===== src/rtl/th_ifetch_mem_if.sv =====
// Fetch-side and RAM-side signal bundle for th_ifetch_mem.
// Fetch handshake: a request transfers in any cycle where i_read_i and
// i_rack_o are both high (i_rack_o is combinational from i_read_i).
// i_ready_o is a one-cycle, unthrottled response pulse, qualified by i_err_o.
// RAM side: a read issues when ram_en_o is high. ram_en_o is only raised
// while ram_gnt_i is high. ram_data_i is sampled one cycle later.
interface th_ifetch_mem_if #(
  parameter int ADDRESS = 28,
  parameter int RAMAW   = 9,
  parameter int DEPTH   = 4
);
  localparam int LW = $clog2(DEPTH) + 1;

  logic               i_read_i;
  logic               i_rack_o;
  logic [ADDRESS-1:0] i_addr_i;
  logic               i_ready_o;
  logic [31:0]        i_data_o;
  logic               i_err_o;
  logic               flush_i;
  logic               ram_gnt_i;
  logic               ram_en_o;
  logic [RAMAW-1:0]   ram_addr_o;
  logic [31:0]        ram_data_i;
  logic [LW-1:0]      q_level_o;

  // Fetch unit plus RAM arbiter side (the environment).
  modport master (
    output i_read_i, i_addr_i, flush_i, ram_gnt_i, ram_data_i,
    input  i_rack_o, i_ready_o, i_data_o, i_err_o, ram_en_o, ram_addr_o, q_level_o
  );

  // The fetch-memory block itself.
  modport slave (
    input  i_read_i, i_addr_i, flush_i, ram_gnt_i, ram_data_i,
    output i_rack_o, i_ready_o, i_data_o, i_err_o, ram_en_o, ram_addr_o, q_level_o
  );
endinterface


===== src/rtl/th_ifetch_mem.sv =====
// Instruction-fetch front end to a shared synchronous block RAM.
// Accepted requests are queued in order and issued when the RAM port is
// granted. An empty queue lets a request bypass straight to the RAM in the
// same cycle. Out-of-range addresses still take their slot in order, but
// they return zero with an error flag.
module th_ifetch_mem #(
  parameter int ADDRESS = 28,
  parameter int RAMAW   = 9,
  parameter int DEPTH   = 4
) (
  input  logic clock_i,
  input  logic reset_ni,
  th_ifetch_mem_if.slave bus
);
  localparam int PW = $clog2(DEPTH);
  localparam int LW = PW + 1;

  // Each queue entry holds {out_of_range, ram_word_address}.
  logic [RAMAW:0]   r_q_mem [DEPTH];
  logic [PW-1:0]    r_wr_ptr;
  logic [PW-1:0]    r_rd_ptr;
  logic [LW-1:0]    r_level;
  logic             r_pend;
  logic             r_pend_oor;

  logic             w_in_oor;
  logic             w_empty;
  logic             w_full;
  logic             w_req;
  logic             w_pop;
  logic             w_bypass;
  logic             w_accept;
  logic             w_push;
  logic [RAMAW:0]   w_head;
  logic [RAMAW-1:0] w_issue_addr;
  logic             w_issue_oor;

  // Request decode, issue selection and acceptance. All of this is gated by
  // reset so that nothing is accepted or issued while reset is held.
  always_comb begin
    w_in_oor     = |bus.i_addr_i[ADDRESS-1:RAMAW];
    w_empty      = (r_level == '0);
    w_full       = r_level[PW];
    w_req        = reset_ni & bus.i_read_i & ~bus.flush_i;
    w_pop        = reset_ni & bus.ram_gnt_i & ~w_empty;
    w_bypass     = reset_ni & bus.ram_gnt_i & w_empty & w_req;
    // A full queue still accepts a request when the head pops in the same cycle.
    w_accept     = w_req & (~w_full | w_pop);
    w_push       = w_accept & ~w_bypass;
    w_head       = r_q_mem[r_rd_ptr];
    w_issue_addr = w_head[RAMAW-1:0];
    w_issue_oor  = w_head[RAMAW];
    if (w_bypass) begin
      w_issue_addr = bus.i_addr_i[RAMAW-1:0];
      w_issue_oor  = w_in_oor;
    end
  end

  assign bus.i_rack_o   = w_accept;
  assign bus.ram_en_o   = w_pop | w_bypass;
  assign bus.ram_addr_o = w_issue_addr;
  assign bus.q_level_o  = r_level;

  // Queue storage. It has no reset; validity is tracked by the pointers and the level.
  always_ff @(posedge clock_i) begin
    if (w_push) begin
      r_q_mem[r_wr_ptr] <= {w_in_oor, bus.i_addr_i[RAMAW-1:0]};
    end
  end

  // Queue pointers and level. A flush discards every unissued entry.
  always_ff @(posedge clock_i or negedge reset_ni) begin
    if (!reset_ni) begin
      r_wr_ptr <= '0;
      r_rd_ptr <= '0;
      r_level  <= '0;
    end else if (bus.flush_i) begin
      r_rd_ptr <= r_wr_ptr;
      r_level  <= '0;
    end else begin
      if (w_push) r_wr_ptr <= r_wr_ptr + PW'(1);
      if (w_pop)  r_rd_ptr <= r_rd_ptr + PW'(1);
      r_level <= r_level + LW'(w_push) - LW'(w_pop);
    end
  end

  // Track the read issued last cycle so that its response lines up with the RAM data.
  always_ff @(posedge clock_i or negedge reset_ni) begin
    if (!reset_ni) begin
      r_pend     <= 1'b0;
      r_pend_oor <= 1'b0;
    end else begin
      r_pend     <= bus.ram_en_o;
      r_pend_oor <= w_issue_oor;
    end
  end

  assign bus.i_ready_o = r_pend;
  assign bus.i_err_o   = r_pend & r_pend_oor;
  assign bus.i_data_o  = (r_pend && !r_pend_oor) ? bus.ram_data_i : 32'h0;
endmodule

===== src/flat_wrapper.sv =====
// flat-port wrapper written by rule: the top's interface ports become plain ports
module th_ifetch_mem_flat 
#(
  parameter int ADDRESS = 28,
  parameter int RAMAW   = 9,
  parameter int DEPTH   = 4
)
  (clock_i, reset_ni, bus_i_read_i, bus_i_addr_i, bus_flush_i, bus_ram_gnt_i, bus_ram_data_i, bus_i_rack_o, bus_i_ready_o, bus_i_data_o, bus_i_err_o, bus_ram_en_o, bus_ram_addr_o, bus_q_level_o);
  th_ifetch_mem_if #(.ADDRESS(ADDRESS), .RAMAW(RAMAW), .DEPTH(DEPTH)) bus_i ();
  input  logic clock_i;
  input  logic reset_ni;
  input wire logic [$bits(bus_i.i_read_i)-1:0] bus_i_read_i;
  input wire logic [$bits(bus_i.i_addr_i)-1:0] bus_i_addr_i;
  input wire logic [$bits(bus_i.flush_i)-1:0] bus_flush_i;
  input wire logic [$bits(bus_i.ram_gnt_i)-1:0] bus_ram_gnt_i;
  input wire logic [$bits(bus_i.ram_data_i)-1:0] bus_ram_data_i;
  output wire logic [$bits(bus_i.i_rack_o)-1:0] bus_i_rack_o;
  output wire logic [$bits(bus_i.i_ready_o)-1:0] bus_i_ready_o;
  output wire logic [$bits(bus_i.i_data_o)-1:0] bus_i_data_o;
  output wire logic [$bits(bus_i.i_err_o)-1:0] bus_i_err_o;
  output wire logic [$bits(bus_i.ram_en_o)-1:0] bus_ram_en_o;
  output wire logic [$bits(bus_i.ram_addr_o)-1:0] bus_ram_addr_o;
  output wire logic [$bits(bus_i.q_level_o)-1:0] bus_q_level_o;
  assign bus_i.i_read_i = bus_i_read_i;
  assign bus_i.i_addr_i = bus_i_addr_i;
  assign bus_i.flush_i = bus_flush_i;
  assign bus_i.ram_gnt_i = bus_ram_gnt_i;
  assign bus_i.ram_data_i = bus_ram_data_i;
  assign bus_i_rack_o = bus_i.i_rack_o;
  assign bus_i_ready_o = bus_i.i_ready_o;
  assign bus_i_data_o = bus_i.i_data_o;
  assign bus_i_err_o = bus_i.i_err_o;
  assign bus_ram_en_o = bus_i.ram_en_o;
  assign bus_ram_addr_o = bus_i.ram_addr_o;
  assign bus_q_level_o = bus_i.q_level_o;
  th_ifetch_mem #(.ADDRESS(ADDRESS), .RAMAW(RAMAW), .DEPTH(DEPTH)) u_core (.clock_i(clock_i), .reset_ni(reset_ni), .bus(bus_i));
endmodule

===== config.mk =====
export PLATFORM = sky130hd
export DESIGN_NAME = th_ifetch_mem_flat
export DESIGN_NICKNAME = d
export VERILOG_FILES = /design/src/rtl/th_ifetch_mem_if.sv /design/src/rtl/th_ifetch_mem.sv /design/src/flat_wrapper.sv
export SDC_FILE = /design/constraint.sdc
export NUM_CORES = 1
export LEC_CHECK = 0
export CAP_MARGIN = 20
export CORE_UTILIZATION = 41
export CTS_CLUSTER_DIAMETER = 100
export DETAILED_ROUTE_END_ITERATION = 16
export MAX_ROUTING_LAYER = met4
export PLACE_DENSITY = 0.87
export SYNTH_ARGS = -nofsm -noshare
export SYNTH_HDL_FRONTEND = slang
export SYNTH_SLANG_ARGS = --single-unit

===== constraint.sdc =====
create_clock -name clock_i -period 2.54 [get_ports clock_i]
set_input_delay 0.508 -clock clock_i [delete_from_list [all_inputs] [get_ports clock_i]]
set_output_delay 0.508 -clock clock_i [all_outputs]
set_load 0.05 [all_outputs]

After elaboration in Yosys (flattened, before gate mapping)

Memories as Yosys holds them, arrays and structs flattened.
Index checks and enable logic that the tools add are counted.

Flip-flop bits (word level): 9
Latch bits: 0
RAM bits: 40
Bits in read-only memories: 0
Bits of input ports: 65
Logic and storage cells: 39
Memories kept: 1

Memory list:

| memory         | words | width | read ports | clocked after memory_dff | wr ports | line                | text |
|---|---|---|---|---|---|---|---|
| u_core.r_q_mem | 4     | 10    | 1          | 0                        | 1        | th_ifetch_mem.sv:19 | `logic [RAMAW:0] r_q_mem [DEPTH];` |

Add/sub/neg operators: 4
$mul: 0
Div/mod/pow operators: 0
Order comparisons: 0
Equality and inequality tests: 0
Shifts and indexed selects: 0
Multiplexer cells: 8
Bitwise operators: 15
Reduce and logical (&&, ||, !) cells: 6

Operators by type and width:

| kind                                        | number |
|---|---|
| 2-to-1 mux 32 bit                           | 1 |
| OR reduction 19 bit                         | 1 |
| bitwise AND 1 bit                           | 9 |
| 2-to-1 mux 9 bit                            | 1 |
| adder 2 x 1 -> 2 bit, second input constant | 2 |
| 2-to-1 mux 2 bit                            | 2 |
| inverter 1 bit                              | 4 |
| adder 3 x 1 -> 3 bit                        | 1 |
| zero test 3 bit                             | 1 |
| 2-to-1 mux 1 bit                            | 3 |
| 2-to-1 mux 3 bit                            | 1 |
| subtractor 3 x 1 -> 3 bit                   | 1 |
| OR 1 bit                                    | 2 |
| AND reduction 2 bit                         | 1 |
| nonzero test 2 bit                          | 1 |
| logical AND 1 bit                           | 1 |
| zero test 1 bit                             | 1 |

Depth between registers and ports, before layout

Word-level depth: 9
Gate-level depth with buffers: 9
Depth with buffers taken out: 9

Least setup slack after synthesis

No wires, ideal clock.

Path type: register -> register
Start point: register u_core.r_level[1] (netlist: u_core.bus.q_level_o[1])
End point: register u_core.r_level[2] (netlist: u_core.bus.q_level_o[2])
Setup time: 0.086 ns
Arrival time: 2.431 ns
Setup slack: 0.023 ns
Stages on the path, launching flop included: 10
Buffers on the path: 0
Cells stage by stage: dfrtp_1 o311a_2 ha_1 inv_1 ha_1 inv_1 fa_1 xor2_1 and2_1 nor3_1

Word-level cells in the longest chain between the ends: 9
Elaborated cells on any way between the ends: 12
Those cells by class: add/sub (2); mux (1); bitwise (8); reduce/logical (1)

Ends and longest elaborated chain:

| element                       | line                | text |
|---|---|---|
| start, declared               | th_ifetch_mem.sv:22 | `logic [LW-1:0] r_level;` |
| start signal, assigned        | th_ifetch_mem.sv:83 | `r_level <= r_level + LW'(w_push) - LW'(w_pop);` |
| zero test 3 bit               | th_ifetch_mem.sv:42 | `w_empty = (r_level == '0);` |
| inverter 1 bit                | th_ifetch_mem.sv:45 | `w_pop = reset_ni & bus.ram_gnt_i & ~w_empty;` |
| bitwise AND 1 bit             | th_ifetch_mem.sv:45 |  |
| OR 1 bit                      | th_ifetch_mem.sv:48 | `w_accept = w_req & (~w_full \| w_pop);` |
| bitwise AND 1 bit             | th_ifetch_mem.sv:48 |  |
| bitwise AND 1 bit             | th_ifetch_mem.sv:49 | `w_push = w_accept & ~w_bypass;` |
| adder 3 x 1 -> 3 bit          | th_ifetch_mem.sv:83 |  |
| subtractor 3 x 1 -> 3 bit (*) | th_ifetch_mem.sv:83 |  |
| 2-to-1 mux 3 bit (*)          | th_ifetch_mem.sv:77 | `end else if (bus.flush_i) begin` |

Every way passes the cells marked *; elsewhere a longest branch is shown, timed or not.
A chain may end at the register's enable or synchronous reset.

Worst setup path in the final report

Start point: register u_core.r_rd_ptr[0]
End point: output bus_ram_addr_o[0]

Word-level cells in the longest chain between the ends: 2

Ends and longest elaborated chain:

| element                | line                | text |
|---|---|---|
| start, declared        | th_ifetch_mem.sv:21 | `logic [PW-1:0] r_rd_ptr;` |
| start signal, assigned | th_ifetch_mem.sv:78 | `r_rd_ptr <= r_wr_ptr;` |
| start signal, assigned | th_ifetch_mem.sv:82 | `if (w_pop) r_rd_ptr <= r_rd_ptr + PW'(1);` |
| memory (4 x 10 bit)    | -                   |  |
| 2-to-1 mux 9 bit       | th_ifetch_mem.sv:53 | `if (w_bypass) begin` |
| end, declared          | flat_wrapper.sv:22  | `output wire logic [$bits(bus_i.ram_addr_o)-1:0] bus_ram_addr_o;` |

Every way passes these cells.

==> flow_summary.toml <==
[synth]
synth_seq_cells = 49
synth_top_area_cell = "edfxtp_1"
yosysTopAreaCellShare_pct = 49.4
synth_cell_types = 35
synthFlopType = "edfxtp_1"
ys_warn_count = 0
synth-seq-area-share_pct = 58.6
syn_avg_cell_area_sq_um = 15.1
syn_area_sq_mm = 0.00243
yosysMostFrequentCell = "edfxtp_1"
synthTopCellsByCount = "edfxtp_1, and2_1, dfrtp_1, mux2_2, mux4_2"
synthCells = 161
synth_area_leaders = "edfxtp_1, and2_1, dfrtp_1"
syn_nets = 233
synth_edf_count = 40
async_flop_share_pct = 18.4

[cts]
htree_levels = 2
cts_made_buffers = 5
cts_num_sinks = 49
path_clk_slew_ns = 0.09
cts-root-buf = "clkbuf_8"
cts_tree = "done"
insertion_delay_ns = 0.30
clk_path_buf_depth = 2
cts_hold_buf = 0

[setup_path]
required_ns = 2.03
r2r_start = "u_core.bus.q_level_o[0]"
end_kind = "output port"
cp.arrival_ns = 1.95
setup.worst_path.class = "reg2out"
start_kind = "register"
critical_path_peak_fanout = 6
reg2reg_slack_ns = 0.26
startpoint = "u_core.r_rd_ptr[0]"
rr_worst_depth = 9

[placement]
dp_cells = 353
gp_congestion = 0.750
hpwl_mm = 4.93
portBuffers = 112

[finish]
antenna_cells = 0
drive_gt1_share_pct = 32.3
fin_util_pct = 75.4
nets = 362
multiInputGateArea_sq_um = 940
regArea_sq_mm = 0.00143
fillers = 360
syn_to_final_growth_pct = 73.8
post_layout_nonfiller_instances = 363

[sta]
rsz0062_at_grt = "false"
period_share_pct = 96.9
maxSlewViolCount = 0
max_slew_margin_pct = 63.4
worst_pin_slew_ns = 0.547
fmax_mhz = 406
whs_ns = 0.275
fin_crit_ns = 2.46
setup_viol = 0
hold_viol = 0
final.setup_skew_ns = 0.00806

[detailed_routing]
drt_wl_total_mm = 6.28
drt_iter0_drc = 71
vias = 1783
ant_nets = 0
dr.pass1.iters = 4
viasPerCell = 4.91
avgRoutedWirePerCell_um = 17.3
drc = 0

[floorplanning]
ios = 113
fp.dieW_um = 79.0
core.rowCount = 27
start_util_pct = 43.4
die_area_sq_mm = 0.00625
core_sq_mm = 0.00561
dieHeight_um = 79.0

[power]
powerDensity_mw_per_mm2 = 788
leakage_nw = 1.64
ir_drop_v = 0.000766

[global_routing]
antenna_found_initial = 0
gr-total-overflow = 0
grt_use_total_pct = 21.4
grt_pass1_wl_mm = 9.54
grt_max_degree = 33
grt_pass1_vias = 1819

[outcome]
status = "finished, final reports clean"

[flow_run]
max_cap_viol_count = 0

[hold_path]
hp-class = "in2async"
registers in the layout, indices dropped and copies added (netlist names):
register and count:
u_core.bus.i_ready_o 1, u_core.bus.q_level_o 3, u_core.r_pend_oor 1, u_core.r_q_mem 40
u_core.r_rd_ptr 2, u_core.r_wr_ptr 2
what timing repair did:
item                                    CTS  global route
gates resized for setup                   6             0
endpoints found under the hold margin     0             0
buffers inserted                          1             0
endpoints found under the setup margin   10             0
metal layers:
| layer | vias up | routed length (um) | GRT usage [%] |
|---|---|---|---|
| met2 | 61 | 3410 | 37.2 |
| li1 | 846 | - | - |
| met4 | 0 | 125 | 7.45 |
| met5 | - | 0 | - |
| met1 | 867 | 2430 | 24.9 |
| met3 | 9 | 315 | 4.14 |
worst paths after layout:
path                                           end
setup / recovery                 bus_ram_addr_o[0]
hold / removal                u_core.bus.i_ready_o
setup reg to reg           u_core.bus.q_level_o[2]
hold reg to reg                 u_core.r_rd_ptr[0]
max in group asynchronous       u_core.r_rd_ptr[0]
min in group clock_i            u_core.r_rd_ptr[0]
stage by stage:
stage	worst slack (ns)	setup TNS [ns]	power [mW]	instance area [sq um]
2_1_floorplan	0.0225	0	2.05	2430
3_3_place_gp	-0.00324	-0.00440	2.83	4120
3_5_place_dp	-0.0874	-0.293	2.89	4120
4_1_cts	0.0624	0	3.36	4230
5_1_grt	0.0108	0	3.49	4230
6_report	0.0778	0	3.33	4230
final cells by class:
class	instances	area share, %
Sequential cell	49	33.7
Tap cell	72	2.13
Timing Repair Buffer	127	39.1
Clock buffer	5	1.63
Inverter	7	0.621
Multi-Input combinational cell	100	22.2
Clock inverter	3	0.532
cell usage in the layout, fill, tap and decap left out, types with 2 or more instances in the layout:
master | netlist | routed
a21oi_1 | 2 | 2
and2_1 | 38 | 38
buf_12 | 0 | 42
buf_4 | 0 | 15
clkbuf_8 | 1 | 5
clkdlybuf4s50_1 | 0 | 66
clkinv_4 | 0 | 2
dfrtp_1 | 9 | 8
dlygate4sd2_1 | 0 | 3
edfxtp_1 | 40 | 40
ha_1 | 6 | 6
inv_1 | 7 | 7
mux2_2 | 9 | 9
mux4_2 | 9 | 9
nand2_1 | 3 | 3
nand3_1 | 2 | 2
nor2_1 | 4 | 4
nor2b_1 | 2 | 2
nor3_1 | 2 | 2
nor4_1 | 2 | 2
or4_1 | 2 | 2
xnor2_1 | 2 | 2
report_power, final:
part / internal (mW) / switching (mW) / total [mW]
Sequential: 0.954 / 0.105 / 1.06
Combinational: 0.911 / 0.910 / 1.82
Clock: 0.195 / 0.258 / 0.453
cell families after synthesis:
logic type	share of synthesized area, %
simple gates	16.8
buf+inv	3.03
xor+xnor	1.08
fa+ha+maj	3.91
compound gates	2.52
mux	14.0
flops	58.6
critical path, cell delays in order, from the launching register on:
cell and delay, ns:
dfrtp_2 0.48, buf_4 0.19, mux4_2 0.51, mux2_2 0.32, buf_12 0.16
(Power assumes the default switching activity.)
